--- config.mk ---
export PLATFORM = sky130hd
export DESIGN_NAME = muldiv_unit_flat
export DESIGN_NICKNAME = d
export VERILOG_FILES = /design/src/rtl/muldiv_unit_pkg.sv /design/src/rtl/muldiv_unit_if.sv /design/src/rtl/muldiv_unit_step.sv /design/src/rtl/muldiv_unit.sv /design/src/flat_wrapper.sv
export SDC_FILE = /design/constraint.sdc
export NUM_CORES = 1
export LEC_CHECK = 0
export CORE_ASPECT_RATIO = 1.2
export CORE_UTILIZATION = 37
export DETAILED_ROUTE_END_ITERATION = 10
export SYNTH_ARGS = -nofsm -noshare
export SYNTH_HDL_FRONTEND = slang
export SYNTH_HIERARCHICAL = 1
export SYNTH_SLANG_ARGS = --single-unit
--- constraint.sdc ---
create_clock -name clk -period 5.8 [get_ports clk]
set_input_delay 1.45 -clock clk [delete_from_list [all_inputs] [get_ports clk]]
set_output_delay 1.45 -clock clk [all_outputs]
set_load 0.01 [all_outputs]
--- src/rtl/muldiv_unit_pkg.sv ---
// Shared types for the multi-cycle multiply/divide unit: default width, the
// RV32M/RV64M funct encoding and the decode helpers used by the top.
package muldiv_unit_pkg;

  localparam int RV32_XLEN = 32;
  typedef logic [RV32_XLEN-1:0] int_reg_t;

  // Encoding follows the M-extension funct3 field.
  typedef enum logic [2:0] {
    MD_MUL    = 3'd0,
    MD_MULH   = 3'd1,
    MD_MULHSU = 3'd2,
    MD_MULHU  = 3'd3,
    MD_DIV    = 3'd4,
    MD_DIVU   = 3'd5,
    MD_REM    = 3'd6,
    MD_REMU   = 3'd7
  } md_funct_e;

  function automatic logic is_div(input md_funct_e f);
    return f inside {MD_DIV, MD_DIVU, MD_REM, MD_REMU};
  endfunction

  function automatic logic is_rem(input md_funct_e f);
    return f inside {MD_REM, MD_REMU};
  endfunction

  function automatic logic is_signed_op1(input md_funct_e f);
    return f inside {MD_MUL, MD_MULH, MD_MULHSU, MD_DIV, MD_REM};
  endfunction

  function automatic logic is_signed_op2(input md_funct_e f);
    return f inside {MD_MUL, MD_MULH, MD_DIV, MD_REM};
  endfunction

  function automatic logic want_high(input md_funct_e f);
    return f inside {MD_MULH, MD_MULHSU, MD_MULHU};
  endfunction

endpackage

--- src/rtl/muldiv_unit_if.sv ---
// Request/response bundle between the execute stage (master) and the
// multiply/divide unit (slave).
interface muldiv_unit_if
  import muldiv_unit_pkg::*;
#(
  parameter int XLEN = RV32_XLEN
);
  logic            flush;
  logic            in_valid;
  logic            in_ready;
  md_funct_e       funct;
  logic [XLEN-1:0] op1;
  logic [XLEN-1:0] op2;
  logic            out_valid;
  logic            out_ready;
  logic [XLEN-1:0] result;

  modport master (
    output flush, in_valid, funct, op1, op2, out_ready,
    input  in_ready, out_valid, result
  );

  modport slave (
    input  flush, in_valid, funct, op1, op2, out_ready,
    output in_ready, out_valid, result
  );
endinterface

--- src/rtl/muldiv_unit_step.sv ---
// UNROLL chained iterations of unsigned shift-add multiply or restoring
// divide on the {acc, lo} register pair; purely combinational.
module muldiv_unit_step #(
  parameter int XLEN   = 32,
  parameter int UNROLL = 1
) (
  input  logic            is_div,
  input  logic [XLEN-1:0] opb,
  input  logic [XLEN-1:0] acc_i,
  input  logic [XLEN-1:0] lo_i,
  output logic [XLEN-1:0] acc_o,
  output logic [XLEN-1:0] lo_o
);
  logic [UNROLL:0][XLEN-1:0] acc_c;
  logic [UNROLL:0][XLEN-1:0] lo_c;

  assign acc_c[0] = acc_i;
  assign lo_c[0]  = lo_i;

  for (genvar i = 0; i < UNROLL; i++) begin : g_iter
    logic [XLEN:0] sum;
    logic [XLEN:0] shl;
    logic [XLEN:0] dif;

    // mul: lo holds the multiplier, product shifts right into it.
    assign sum = {1'b0, acc_c[i]} + {1'b0, (lo_c[i][0] ? opb : {XLEN{1'b0}})};
    // div: acc stays below opb, so dif's top bit is a clean borrow flag.
    assign shl = {acc_c[i], lo_c[i][XLEN-1]};
    assign dif = shl - {1'b0, opb};

    assign acc_c[i+1] = is_div ? (dif[XLEN] ? shl[XLEN-1:0] : dif[XLEN-1:0])
                               : sum[XLEN:1];
    assign lo_c[i+1]  = is_div ? {lo_c[i][XLEN-2:0], ~dif[XLEN]}
                               : {sum[0], lo_c[i][XLEN-1:1]};
  end

  assign acc_o = acc_c[UNROLL];
  assign lo_o  = lo_c[UNROLL];
endmodule

--- src/rtl/muldiv_unit.sv ---
// Multi-cycle RV32M/RV64M multiply/divide unit: magnitudes are iterated
// UNROLL bits per cycle, signs are applied in a single fix-up cycle.
module muldiv_unit
  import muldiv_unit_pkg::*;
#(
  parameter int XLEN   = RV32_XLEN,
  parameter int UNROLL = 1
) (
  input  logic         clk,
  input  logic         rst,
  muldiv_unit_if.slave bus
);
  localparam int NITER = XLEN / UNROLL;
  localparam int CW    = $clog2(NITER + 1);
  localparam logic [XLEN-1:0] MIN_NEG = {1'b1, {(XLEN-1){1'b0}}};

  typedef enum logic [2:0] {S_IDLE, S_CALC, S_FIX, S_SPECIAL, S_DONE} state_e;

  state_e          state_q, state_d;
  logic [CW-1:0]   cnt_q, cnt_d;
  logic [XLEN-1:0] acc_q, acc_d;
  logic [XLEN-1:0] lo_q, lo_d;
  logic [XLEN-1:0] opb_q, opb_d;
  logic [XLEN-1:0] result_q, result_d;
  md_funct_e       funct_q, funct_d;
  logic            neg_q, neg_d;
  logic            op1_neg_q, op1_neg_d;

  md_funct_e         fn;
  logic              s1, s2, div_zero, div_ovf, step_div;
  logic [XLEN-1:0]   mag1, mag2, spec_val, step_acc, step_lo;
  logic [2*XLEN-1:0] prod, prod_s;

  // Any encoding outside the table (X in simulation) executes as MUL.
  always_comb begin
    case (bus.funct)
      MD_MUL, MD_MULH, MD_MULHSU, MD_MULHU,
      MD_DIV, MD_DIVU, MD_REM, MD_REMU: fn = bus.funct;
      default:                          fn = MD_MUL;
    endcase
  end

  assign s1       = is_signed_op1(fn) && bus.op1[XLEN-1];
  assign s2       = is_signed_op2(fn) && bus.op2[XLEN-1];
  assign mag1     = s1 ? -bus.op1 : bus.op1;
  assign mag2     = s2 ? -bus.op2 : bus.op2;
  assign div_zero = is_div(fn) && (bus.op2 == '0);
  assign div_ovf  = is_div(fn) && is_signed_op2(fn) && (bus.op1 == MIN_NEG) && (bus.op2 == '1);
  assign spec_val = div_zero ? (is_rem(fn) ? bus.op1 : '1)
                             : (is_rem(fn) ? '0 : bus.op1);

  assign step_div = is_div(funct_q);

  muldiv_unit_step #(.XLEN(XLEN), .UNROLL(UNROLL)) u_step (
    .is_div (step_div),
    .opb    (opb_q),
    .acc_i  (acc_q),
    .lo_i   (lo_q),
    .acc_o  (step_acc),
    .lo_o   (step_lo)
  );

  assign prod   = {acc_q, lo_q};
  assign prod_s = neg_q ? -prod : prod;

  always_comb begin
    state_d   = state_q;
    cnt_d     = cnt_q;
    acc_d     = acc_q;
    lo_d      = lo_q;
    opb_d     = opb_q;
    funct_d   = funct_q;
    neg_d     = neg_q;
    op1_neg_d = op1_neg_q;
    result_d  = result_q;
    case (state_q)
      S_IDLE: begin
        if (bus.in_valid && !bus.flush) begin
          funct_d   = fn;
          neg_d     = s1 ^ s2;
          op1_neg_d = s1;
          opb_d     = is_div(fn) ? mag2 : mag1;
          lo_d      = is_div(fn) ? mag1 : mag2;
          acc_d     = '0;
          cnt_d     = CW'(NITER);
          // Special divides park their answer in acc for the SPECIAL cycle.
          if (div_zero || div_ovf) begin
            acc_d   = spec_val;
            state_d = S_SPECIAL;
          end else begin
            state_d = S_CALC;
          end
        end
      end
      S_CALC: begin
        acc_d = step_acc;
        lo_d  = step_lo;
        cnt_d = cnt_q - CW'(1);
        if (cnt_q == CW'(1)) state_d = S_FIX;
      end
      S_FIX: begin
        if (is_div(funct_q)) begin
          if (is_rem(funct_q)) result_d = op1_neg_q ? -acc_q : acc_q;
          else                 result_d = neg_q ? -lo_q : lo_q;
        end else begin
          result_d = want_high(funct_q) ? prod_s[2*XLEN-1:XLEN] : prod_s[XLEN-1:0];
        end
        state_d = S_DONE;
      end
      S_SPECIAL: begin
        result_d = acc_q;
        state_d  = S_DONE;
      end
      S_DONE: begin
        if (bus.out_ready) state_d = S_IDLE;
      end
      default: state_d = S_IDLE;
    endcase
    if (bus.flush && state_q != S_IDLE) state_d = S_IDLE;
  end

  always_ff @(posedge clk or posedge rst) begin
    if (rst) begin
      state_q   <= S_IDLE;
      cnt_q     <= '0;
      acc_q     <= '0;
      lo_q      <= '0;
      opb_q     <= '0;
      result_q  <= '0;
      funct_q   <= MD_MUL;
      neg_q     <= 1'b0;
      op1_neg_q <= 1'b0;
    end else begin
      state_q   <= state_d;
      cnt_q     <= cnt_d;
      acc_q     <= acc_d;
      lo_q      <= lo_d;
      opb_q     <= opb_d;
      result_q  <= result_d;
      funct_q   <= funct_d;
      neg_q     <= neg_d;
      op1_neg_q <= op1_neg_d;
    end
  end

  assign bus.in_ready  = (state_q == S_IDLE);
  assign bus.out_valid = (state_q == S_DONE);
  assign bus.result    = result_q;

  a_funct_known: assert property (@(posedge clk) disable iff (rst)
    (bus.in_valid && bus.in_ready) |-> !$isunknown(bus.funct));

endmodule

--- src/flat_wrapper.sv ---
// flat-port wrapper written by rule: the top's interface ports become plain ports
module muldiv_unit_flat import muldiv_unit_pkg::*;
#(
  parameter int XLEN   = RV32_XLEN,
  parameter int UNROLL = 1
)
  (clk, rst, bus_flush, bus_in_valid, bus_funct, bus_op1, bus_op2, bus_out_ready, bus_in_ready, bus_out_valid, bus_result);
  muldiv_unit_if #(.XLEN(XLEN)) bus_i ();
  input  logic clk;
  input  logic rst;
  input wire logic [$bits(bus_i.flush)-1:0] bus_flush;
  input wire logic [$bits(bus_i.in_valid)-1:0] bus_in_valid;
  input wire logic [$bits(bus_i.funct)-1:0] bus_funct;
  input wire logic [$bits(bus_i.op1)-1:0] bus_op1;
  input wire logic [$bits(bus_i.op2)-1:0] bus_op2;
  input wire logic [$bits(bus_i.out_ready)-1:0] bus_out_ready;
  output wire logic [$bits(bus_i.in_ready)-1:0] bus_in_ready;
  output wire logic [$bits(bus_i.out_valid)-1:0] bus_out_valid;
  output wire logic [$bits(bus_i.result)-1:0] bus_result;
  assign bus_i.flush = bus_flush;
  assign bus_i.in_valid = bus_in_valid;
  assign bus_i.funct = bus_funct;
  assign bus_i.op1 = bus_op1;
  assign bus_i.op2 = bus_op2;
  assign bus_i.out_ready = bus_out_ready;
  assign bus_in_ready = bus_i.in_ready;
  assign bus_out_valid = bus_i.out_valid;
  assign bus_result = bus_i.result;
  muldiv_unit #(.XLEN(XLEN), .UNROLL(UNROLL)) u_core (.clk(clk), .rst(rst), .bus(bus_i));
endmodule
==> results.md <==
* Status: finished, final reports clean
* Synth top cells by count: 190 x nand2_1, 188 x a21oi_1, 171 x nor2_1, 170 x o21ai_0, 142 x dfrtp_1
* Antenna violations before repair at 0
* First-pass DRT Iterations at 8
* # DRC at 0
* GPL Wtd Cong at 0.984
* EDFF count, synth at 0
* Hold Crit Class: reg -> reg
* Critical Path Fanout Max at 30
* Synth warn at 6
* Rel. slew slack at 28.4%
* VDD IR max at 0.298 mV
* Number of setup buffers added after CTS at 0
* Die area at 43400 sq um
* Leading area contributor after synthesis: dfrtp_1
* CP Capture Type: register
* CTS H-Tree Depth at 4
* Crit Path Class: reg -> reg
* Synthesized area at 15700 sq um
* Seq/Total Area, Yosys at 22.6%
* Slowest stage delay, CP at 0.85 ns
* Slew of the pin with the lowest slew margin at 1.06 ns
* CP Cell Sequence: buf_4 -> and2_1 -> ha_1 -> a211oi_1 -> nor2_1 -> o21ai_0 -> a21oi_1 -> a31oi_1 -> o31ai_1 -> xnor2_1 -> o22ai_1 -> a31o_2 -> a21oi_1 -> o21ai_0
* Clock sink count at 142
* Final clock period utilization by the worst path at 78.6%
* Syn_nets at 2220
* Skew-Pair Late Insertion Delay at 0.46 ns
* Setup TNS at 0 ns
* RSZ-0062 raised after global routing: false
* Core footprint at 41900 sq um
* I/O pins at 106
* Buffers on Ports at 105
* WP buf/inv at 1
* WL/cell at 24.3 um
* Die H at 228 um
* Pwr/cell area at 618 nW/um^2
* Syn avg cell area at 7.58 sq um
* Root Buffer: clkbuf_16
* Max cap viols at 0
* Area of the multi-input gates at 11300 sq um
* Initial core utilization at 37.6%
* Reg area at 3560 sq um
* Dominant cells by area after synthesis: dfrtp_1 23%, a21oi_1 6.0%, ha_1 5.6%, o21ai_0 5.4%, xnor2_1 5.3%
* Global-route wire length before repair at 98.0 mm
* Most frequent cell after synthesis: nand2_1
* Area growth from synthesis to layout at 12.6%
* Post-synth cell types at 92
* Finished Core Util at 42.3%
* Non-filler instance count after layout at 2653
* Placed wire-length estimate at 49.0 mm
* DR vias at 16800
* Num rows at 82
* Static leakage at 7.01 nW
* Detailed Route Iter0 Violations at 1901
* Critical Path Source Type: register
* Via/cell ratio at 6.33
* Flops & latches, synth at 142
* Slowest stage cell, crit path: o21ai_0
* DRT Wirelength at 64.4 mm
* Max Clk Rate at 0.219 GHz
* Number of gates resized after CTS at 0
* Pin count of the biggest net entering global routing at 100
* Hold WS at 0.483 ns
* Final Slew Violations at 0
* Clk pin slew, worst setup/hold paths at 0.07 ns
* Filler Cells Inserted at 4335
* Chip width at 190 um
* Asr flop ratio synth at 100%
* Largest delay share family, worst path: compound AO/OA/AOI/OAI gates
* Layout cell share with drive strength beyond 1 at 7.88%
* ANT nets after route at 0
* Inst Count DP at 2620
* # setup viols final at 0
* Longest Clk Path Bufs at 2
* TritonCTS buffer count at 17
* Worst EP arrival at 4.89 ns
* Tmin final at 4.56 ns
* Vias in the first global route at 16000
* Clock Skew at 0.0101 ns
* Endpoints failing hold at 0
* Final Net Count at 2238
* Synthesized instance count at 2075
* Hold Buf Count CTS at 0
* Area fraction of the dominant cell type after synthesis at 22.6%
* WP data required at 6.13 ns
* TritonCTS clock tree: built
* Overall Global Routing Usage at 29.6%
* Congestion Overflow GR at 0
* Top_reg_cell synth: dfrtp_1
## report_power, final
part	total, W	internal (W)	switching [W]
sequential	0.00241	0.00144	0.000971
clock	0.00113	0.000607	0.000519
combinational	0.00741	0.00303	0.00438
total	0.0110	0.00508	0.00587
## layout make-up
| class | instances | area share, % |
|---|---|---|
| antenna | 1 | 0.0141 |
| timing repair buffer | 139 | 7.49 |
| inverter | 69 | 1.49 |
| multi-input combinational | 1724 | 63.8 |
| tap | 546 | 3.86 |
| clock buffer | 18 | 2.42 |
| clock inverter | 14 | 0.847 |
| sequential | 142 | 20.1 |
## worst paths after layout
path,from,to,cells after the start,slack [ns]
max,u_core/lo_q[0]$_DFFE_PP0P_,u_core/acc_q[23]$_DFFE_PP0P_,14,1.24
min,u_core/cnt_q[5]$_DFFE_PP0P_,u_core/cnt_q[5]$_DFFE_PP0P_,1,0.48
max reg2reg,u_core/lo_q[0]$_DFFE_PP0P_,u_core/acc_q[23]$_DFFE_PP0P_,14,1.24
min reg2reg,u_core/cnt_q[5]$_DFFE_PP0P_,u_core/cnt_q[5]$_DFFE_PP0P_,1,0.48
max in group asynchronous,rst,u_core/opb_q[3]$_DFFE_PP0P_,3,3.52
min in group asynchronous,rst,u_core/bus.result[17]$_DFFE_PP0P_,2,1.37
## through the flow
step	setup WS [ns]	total power (W)	instance area, sq um
floorplan	0.540	0.00732	15700
global placement	1.05	0.00956	17100
detailed placement	0.966	0.00962	17100
CTS	1.38	0.0108	17700
global route	1.10	0.0117	17700
finish	1.24	0.0110	17700
## placed cells by master, fill, tap and decap left out, types with 21 or more instances in the layout
cell,n
or3_1,34
nand3_1,46
mux2i_1,32
and2_1,41
a21oi_1,188
o21ai_0,170
xnor2_1,95
nand2b_1,21
mux2_2,44
buf_4,32
and3_1,43
nor2_1,171
o31ai_1,39
a31oi_1,26
inv_1,68
clkdlybuf4s50_1,104
nand2_1,189
dfrtp_1,140
nand4_1,23
ha_1,71
nor3_1,47
xor2_1,79
o221ai_1,35
## registers in the layout, summed over array words and instances (netlist names)
signal             flops
u_core/state_q         3
u_core/neg_q           1
u_core/bus.result     32
u_core/opb_q          32
u_core/funct_q         3
u_core/lo_q           32
u_core/acc_q          32
u_core/op1_neg_q       1
u_core/cnt_q           6
## logic make-up (layout without fill, tap and decap cells)
logic type | count (synthesis) | after routing | share of synthesized area, %
AO/OA/AOI/OAI | 679 | 679 | 27.7
buffers and inverters | 209 | 240 | 5.73
other | 0 | 1 | 0
adder cells (fa/ha/maj) | 73 | 73 | 5.90
multiplexers | 76 | 76 | 5.18
flip-flops | 142 | 142 | 22.6
AND/OR/NAND/NOR | 721 | 721 | 23.0
XOR/XNOR | 175 | 175 | 9.86
## routing by layer
metal | wire length (um) | global-route usage (%) | up-vias
met3 | 4940 | 4.18 | 173
met4 | 3750 | 16.3 | 0
met5 | 0 | 0 | -
met1 | 26400 | 38.2 | 8038
met2 | 29300 | 47.4 | 890
li1 | - | - | 7683
Power figures use the tool's default switching activity.
==> RTL edit 1: new RTL, config.mk and constraints unchanged <==
Take the reset off `lo_q`, `opb_q` and `result_q` and load them in a clocked block of their own.
--- a/src/rtl/muldiv_unit.sv
+++ b/src/rtl/muldiv_unit.sv
@@ -124,9 +124,6 @@
       state_q   <= S_IDLE;
       cnt_q     <= '0;
       acc_q     <= '0;
-      lo_q      <= '0;
-      opb_q     <= '0;
-      result_q  <= '0;
       funct_q   <= MD_MUL;
       neg_q     <= 1'b0;
       op1_neg_q <= 1'b0;
@@ -134,13 +131,16 @@
       state_q   <= state_d;
       cnt_q     <= cnt_d;
       acc_q     <= acc_d;
-      lo_q      <= lo_d;
-      opb_q     <= opb_d;
-      result_q  <= result_d;
       funct_q   <= funct_d;
       neg_q     <= neg_d;
       op1_neg_q <= op1_neg_d;
     end
+  end
+
+  always_ff @(posedge clk) begin
+    lo_q     <= lo_d;
+    opb_q    <= opb_d;
+    result_q <= result_d;
   end
 
   assign bus.in_ready  = (state_q == S_IDLE);
Formal check against the unedited RTL: differs if rst is asserted again (counterexample within 4 cycles, from zero or initial values and one cycle with rst high); with rst held inactive, the same outputs for 10 cycles.
==> RTL edit 1 against the unedited design <==
  * Total power down 31%
  * Hold slack worse by 0.013 ns
  * Sequential power down 23%
  * Synthesized area down 2.9%
  * First-iteration DRC count up 3.4%
  * Wire length down 6.8%
  * Non-clock buffer count up 2
  * Cell area down 2.1%
  * Global-route usage down 1.7 points
  * Clock skew up 0.0092 ns
  * Clock power down 4%
  * Sequential cell count unchanged
  * Worst setup slack better by 0.085 ns
  * Fmax up 1.9%
==> RTL edit 1: results (changes against the unedited design) <==
- Signal buf overhead: 7.59% (was 7.49%)
- CP Launch Point: bus_op2[13] (was u_core/lo_q[0]$_DFFE_PP0P_)
- All-Layer GR Usage: 27.9% (was 29.6%)
- Leakage Power: 6.62 nW (was 7.01 nW)
- Final hold slack: 0.470 ns (was 0.483 ns)
- Clock Skews: 0.0193 ns (was 0.0101 ns)
- Net Count, Synth: 2086 (was 2220)
- Seq pwr: 1.86 mW (was 2.41 mW)
- RR Endpoint: u_core/acc_q[28]$_DFFE_PP0P_ (was u_core/acc_q[23]$_DFFE_PP0P_)
- Antenna violations before repair: 3 (was 0)
- Yosys cell types: 91 (was 92)
- Router iterations before antenna repair: 6 (was 8)
- Status: finished clean (unchanged)
- DRT iter0 DRCs: 1965 (was 1901)
- Switch Pwr: 3.80 mW (was 5.87 mW)
- Gp weighted congestion: 1.01 (was 0.984)
- Routed wire per std cell: 23.8 um (was 24.3 um)
- Final Power: 7.58 mW (was 11.0 mW)
- Max IR drop VDD: 0.267 mV (was 0.298 mV)
- Sequential area share after synthesis: 26.4% (was 22.6%)
- Multi-input combinational area share: 60.5% (was 63.8%)
- First-pass GRT wire length: 89900 um (was 98000 um)
- Met2 GRT Util: 45.7% (was 47.4%)
- Async set or reset register ratio after synthesis: 32.4% (was 100%)
- Reg2reg start: u_core/lo_q[0]$_DFFE_PP_ (was u_core/lo_q[0]$_DFFE_PP0P_)
- Reg2reg setup slack: 1.38 ns (was 1.24 ns)
- Placed wire-length estimate: 45700 um (was 49000 um)
- Met1 usage: 35.8% (was 38.2%)
- Non-CTS inverters: 72 (was 69)
- Critical Path Fanout Max: 32 (was 30)
- Vias in the first global route: 14700 (was 16000)
- Layout cells sized above 1: 7.75% (was 7.88%)
- Clk. pwr: 1.08 mW (was 1.13 mW)
- List of most frequent post-synthesis cells: nor2_1 (214), a21oi_1 (179), nand2_1 (145) (was nand2_1 (190), a21oi_1 (188), nor2_1 (171))
- Non-CTS buffers: 141 (was 139)
==> RTL edit 1: changes by cell type in the layout (fill, tap and decap cells not counted), sizes merged, moves of 10 or more <==
| cell | unedited run | this run |
|---|---|---|
| edfxtp | 0 | 96 |
| nand3 | 47 | 37 |
| nor2 | 173 | 214 |
| dfrtp | 142 | 46 |
| or3 | 38 | 16 |
| mux2i | 32 | 44 |
| nand2 | 190 | 145 |
| o21ai | 186 | 163 |
| o221ai | 35 | 14 |
==> RTL edit 1: logic make-up (layout without fill, tap and decap cells) <==
logic type | Yosys count | in the layout | share of synthesized area (%)
AND/OR/NAND/NOR | 669 | 669 | 21.6
adder cells (fa/ha/maj) | 73 | 73 | 6.07
multiplexers | 95 | 95 | 6.64
AO/OA/AOI/OAI | 603 | 603 | 25.0
XOR/XNOR | 160 | 160 | 9.29
flip-flops | 142 | 142 | 26.4
buffers and inverters | 199 | 245 | 5.10
==> RTL edit 1: per-stage QoR <==
stage / area (um^2) / util [%] / setup slack (ns) / std cells
2_1_floorplan: 15300 / - / 2.02 / 1941
3_3_place_gp: 16800 / 41.2 / 1.02 / 2494
3_5_place_dp: 16800 / 41.2 / 0.944 / 2494
4_1_cts: 17300 / 42.6 / 1.41 / 2526
5_1_grt: 17300 / 42.6 / 1.12 / 2526
6_report: 17300 / 42.6 / 1.33 / 2526
==> RTL edit 1: worst max-delay path, delay by kind of cell <==
| family | cells | cell delay, ns |
|---|---|---|
| buffers and inverters | 1 | 0.51 |
| AO/OA/AOI/OAI | 2 | 1.02 |
| AND/OR/NAND/NOR | 5 | 1.83 |
==> RTL edit 1: layer usage <==
layer / vias up / part of all wire [%]
met4: 4 / 4.5
met2: 778 / 47
met1: 7607 / 41
met5: - / 0.038
met3: 135 / 7.7
li1: 7239 / -
==> RTL edit 2: new RTL, same settings <==
Without the edit above. The package constant `RV32_XLEN` goes from 32 to 16.
--- a/src/rtl/muldiv_unit_pkg.sv
+++ b/src/rtl/muldiv_unit_pkg.sv
@@ -2,7 +2,7 @@
 // RV32M/RV64M funct encoding and the decode helpers used by the top.
 package muldiv_unit_pkg;
 
-  localparam int RV32_XLEN = 32;
+  localparam int RV32_XLEN = 16;
   typedef logic [RV32_XLEN-1:0] int_reg_t;
 
   // Encoding follows the M-extension funct3 field.
Interface: changed (resized bus_op1, bus_op2 and bus_result); port bits go from 106 to 58. The function was not compared with the original's and may differ.
==> RTL edit 2 against the unedited design <==
  * Combinational power fell by 48%
  * Wire length fell by 62%
  * Worst setup slack improved by 0.34 ns
  * Clock power fell by 52%
  * Critical path depth fell by 5
  * Synthesized area fell by 49%
  * Sequential cell count fell by 65
  * Register-to-register slack improved by 0.77 ns
  * Total power fell by 48%
  * Cell area fell by 49%
  * Critical endpoint is now u_core/acc_q[6]$_DFFE_PP0P_
  * Sequential share of layout area rose by 1.3 points
==> RTL edit 2: results (changes against the unedited design) <==
- Reg2reg setup slack: 2.01 ns (was 1.24 ns)
- Vias: 7634 (was 16800)
- Largest net degree at the start of global routing: 63 (was 100)
- Clock Skews: 0.0135 ns (was 0.0101 ns)
- Critical path arrival: 4.47 ns (was 4.89 ns)
- Max IR drop VDD: 0.262 mV (was 0.298 mV)
- Mean Syn Cell Area: 7.96 um^2 (was 7.58 um^2)
- All-Layer GR Usage: 23.1% (was 29.6%)
- Synth Area in Adders: 6.62% (was 5.90%)
- Hold Crit Start: u_core/cnt_q[4]$_DFFE_PP0P_ (was u_core/cnt_q[5]$_DFFE_PP0P_)
- Critical Path Fanout Max: 14 (was 30)
- R2R depth: 11 (was 14)
- Final wirelength: 24800 um (was 64400 um)
- Status: finished clean (unchanged)
- Placed cell count: 1277 (was 2620)
- DRT iter0 DRCs: 618 (was 1901)
- Leakage Power: 3.58 nW (was 7.01 nW)
- Placed wire-length estimate: 18700 um (was 49000 um)
- First-pass GRT wire length: 39900 um (was 98000 um)
- Worst-Margin Slew: 1.18 ns (was 1.06 ns)
- H-tree depth: 3 (was 4)
- Sequential area share after synthesis: 24.1% (was 22.6%)
- RR Endpoint: u_core/acc_q[8]$_DFFE_PP0P_ (was u_core/acc_q[23]$_DFFE_PP0P_)
- Mux cell area share after synthesis: 6.91% (was 5.18%)
- CTS Buf Count: 9 (was 17)
- Complex-gate fraction of the synthesized area: 27.5% (was 27.7%)
- Vias in the first global route: 7302 (was 16000)
- Area after DPL: 8720 um^2 (was 17100 um^2)
- FILL cells: 2157 (was 4335)
- List of most frequent post-synthesis cells: nand2_1 (97), dfrtp_1 (77), a21oi_1 (76) (was nand2_1 (190), a21oi_1 (188), nor2_1 (171))
- Net Count, Synth: 1084 (was 2220)
- Routed wire per std cell: 19.1 um (was 24.3 um)
==> RTL edit 2: cell count changes after synthesis, sizes merged, moves of 25 or more <==
cell and delta:
o21ai -97, nand2 -92, nand3 -26, xor2 -46, o31ai -25, ha -32
nor3 -32, and3 -42, nor2 -109, a21oi -112, dfrtp -65, xnor2 -42
clkbuf -66
==> RTL edit 2: worst max-delay path, cell delays in order <==
cell and delay [ns]:
clkdlybuf4s50_1 0.47, inv_1 0.11, ha_1 0.16, or3b_2 0.49, nor3_1 0.40, nand4b_1 0.29, nor2_1 0.79, nor2_1 0.10
o21ai_0 0.19
==> RTL edit 2: cell families after synthesis <==
| group | Yosys count |
|---|---|
| AOI/OAI and AO/OA | 324 |
| xor gates and xnor gates | 87 |
| adders and majority gates | 41 |
| buffers and inverters | 113 |
| DFF | 77 |
| muxes | 52 |
| and+or+nand+nor | 309 |
==> RTL edit 2: how the worst max path moves through the flow <==
stage / from / slack (ns) / to
after CTS: bus_op2[0] / 1.62 / u_core/acc_q[6]$_DFFE_PP0P_
after detailed placement: bus_op2[0] / 1.28 / u_core/acc_q[15]$_DFFE_PP0P_
after global routing: bus_op2[0] / 1.36 / u_core/acc_q[15]$_DFFE_PP0P_
final: bus_op2[0] / 1.58 / u_core/acc_q[6]$_DFFE_PP0P_
after floorplan: rst / 2.38 / u_core/acc_q[0]$_DFFE_PP0P_
after global placement: bus_op2[0] / 1.38 / u_core/acc_q[15]$_DFFE_PP0P_
==> RTL edit 2: metrics by stage <==
stage | power, mW | worst slack [ns] | hold WS [ns] | util (%)
after detailed placement | 5.04 | 1.28 | 0.491 | 41.4
after global placement | 5.02 | 1.38 | 0.468 | 41.4
after global routing | 6.14 | 1.36 | 0.517 | 42.8
after CTS | 5.62 | 1.62 | 0.501 | 42.8
after floorplan | 4.03 | 2.38 | 0.446 | -
final | 5.65 | 1.58 | 0.495 | 42.8
==> RTL edit 2: final cells by class <==
class | instances | share of cell area [%]
Clock buffer | 9 | 2.50
Clock inverter | 7 | 0.639
Inverter | 47 | 1.97
Multi-Input combinational cell | 813 | 62.3
Sequential cell | 77 | 21.4
Tap cell | 270 | 3.75
Timing Repair Buffer | 70 | 7.42
==> RTL edit 2: per-layer routing <==
metal / vias to the layer above / global-route usage, % / wire (um)
li1: 3719 / - / -
met5: - / 0 / 0
met4: 0 / 10.5 / 939
met3: 42 / 2.37 / 1300
met2: 271 / 37.3 / 11500
met1: 3602 / 30.9 / 11000
==> RTL edit 2: report_power, final <==
| part | internal [mW] | switching [mW] | leakage (nW) |
|---|---|---|---|
| Combinational | 1.63 | 2.20 | 2.50 |
| Clock | 0.296 | 0.252 | 0.134 |
| Sequential | 0.799 | 0.481 | 0.943 |
| Total | 2.72 | 2.93 | 3.58 |
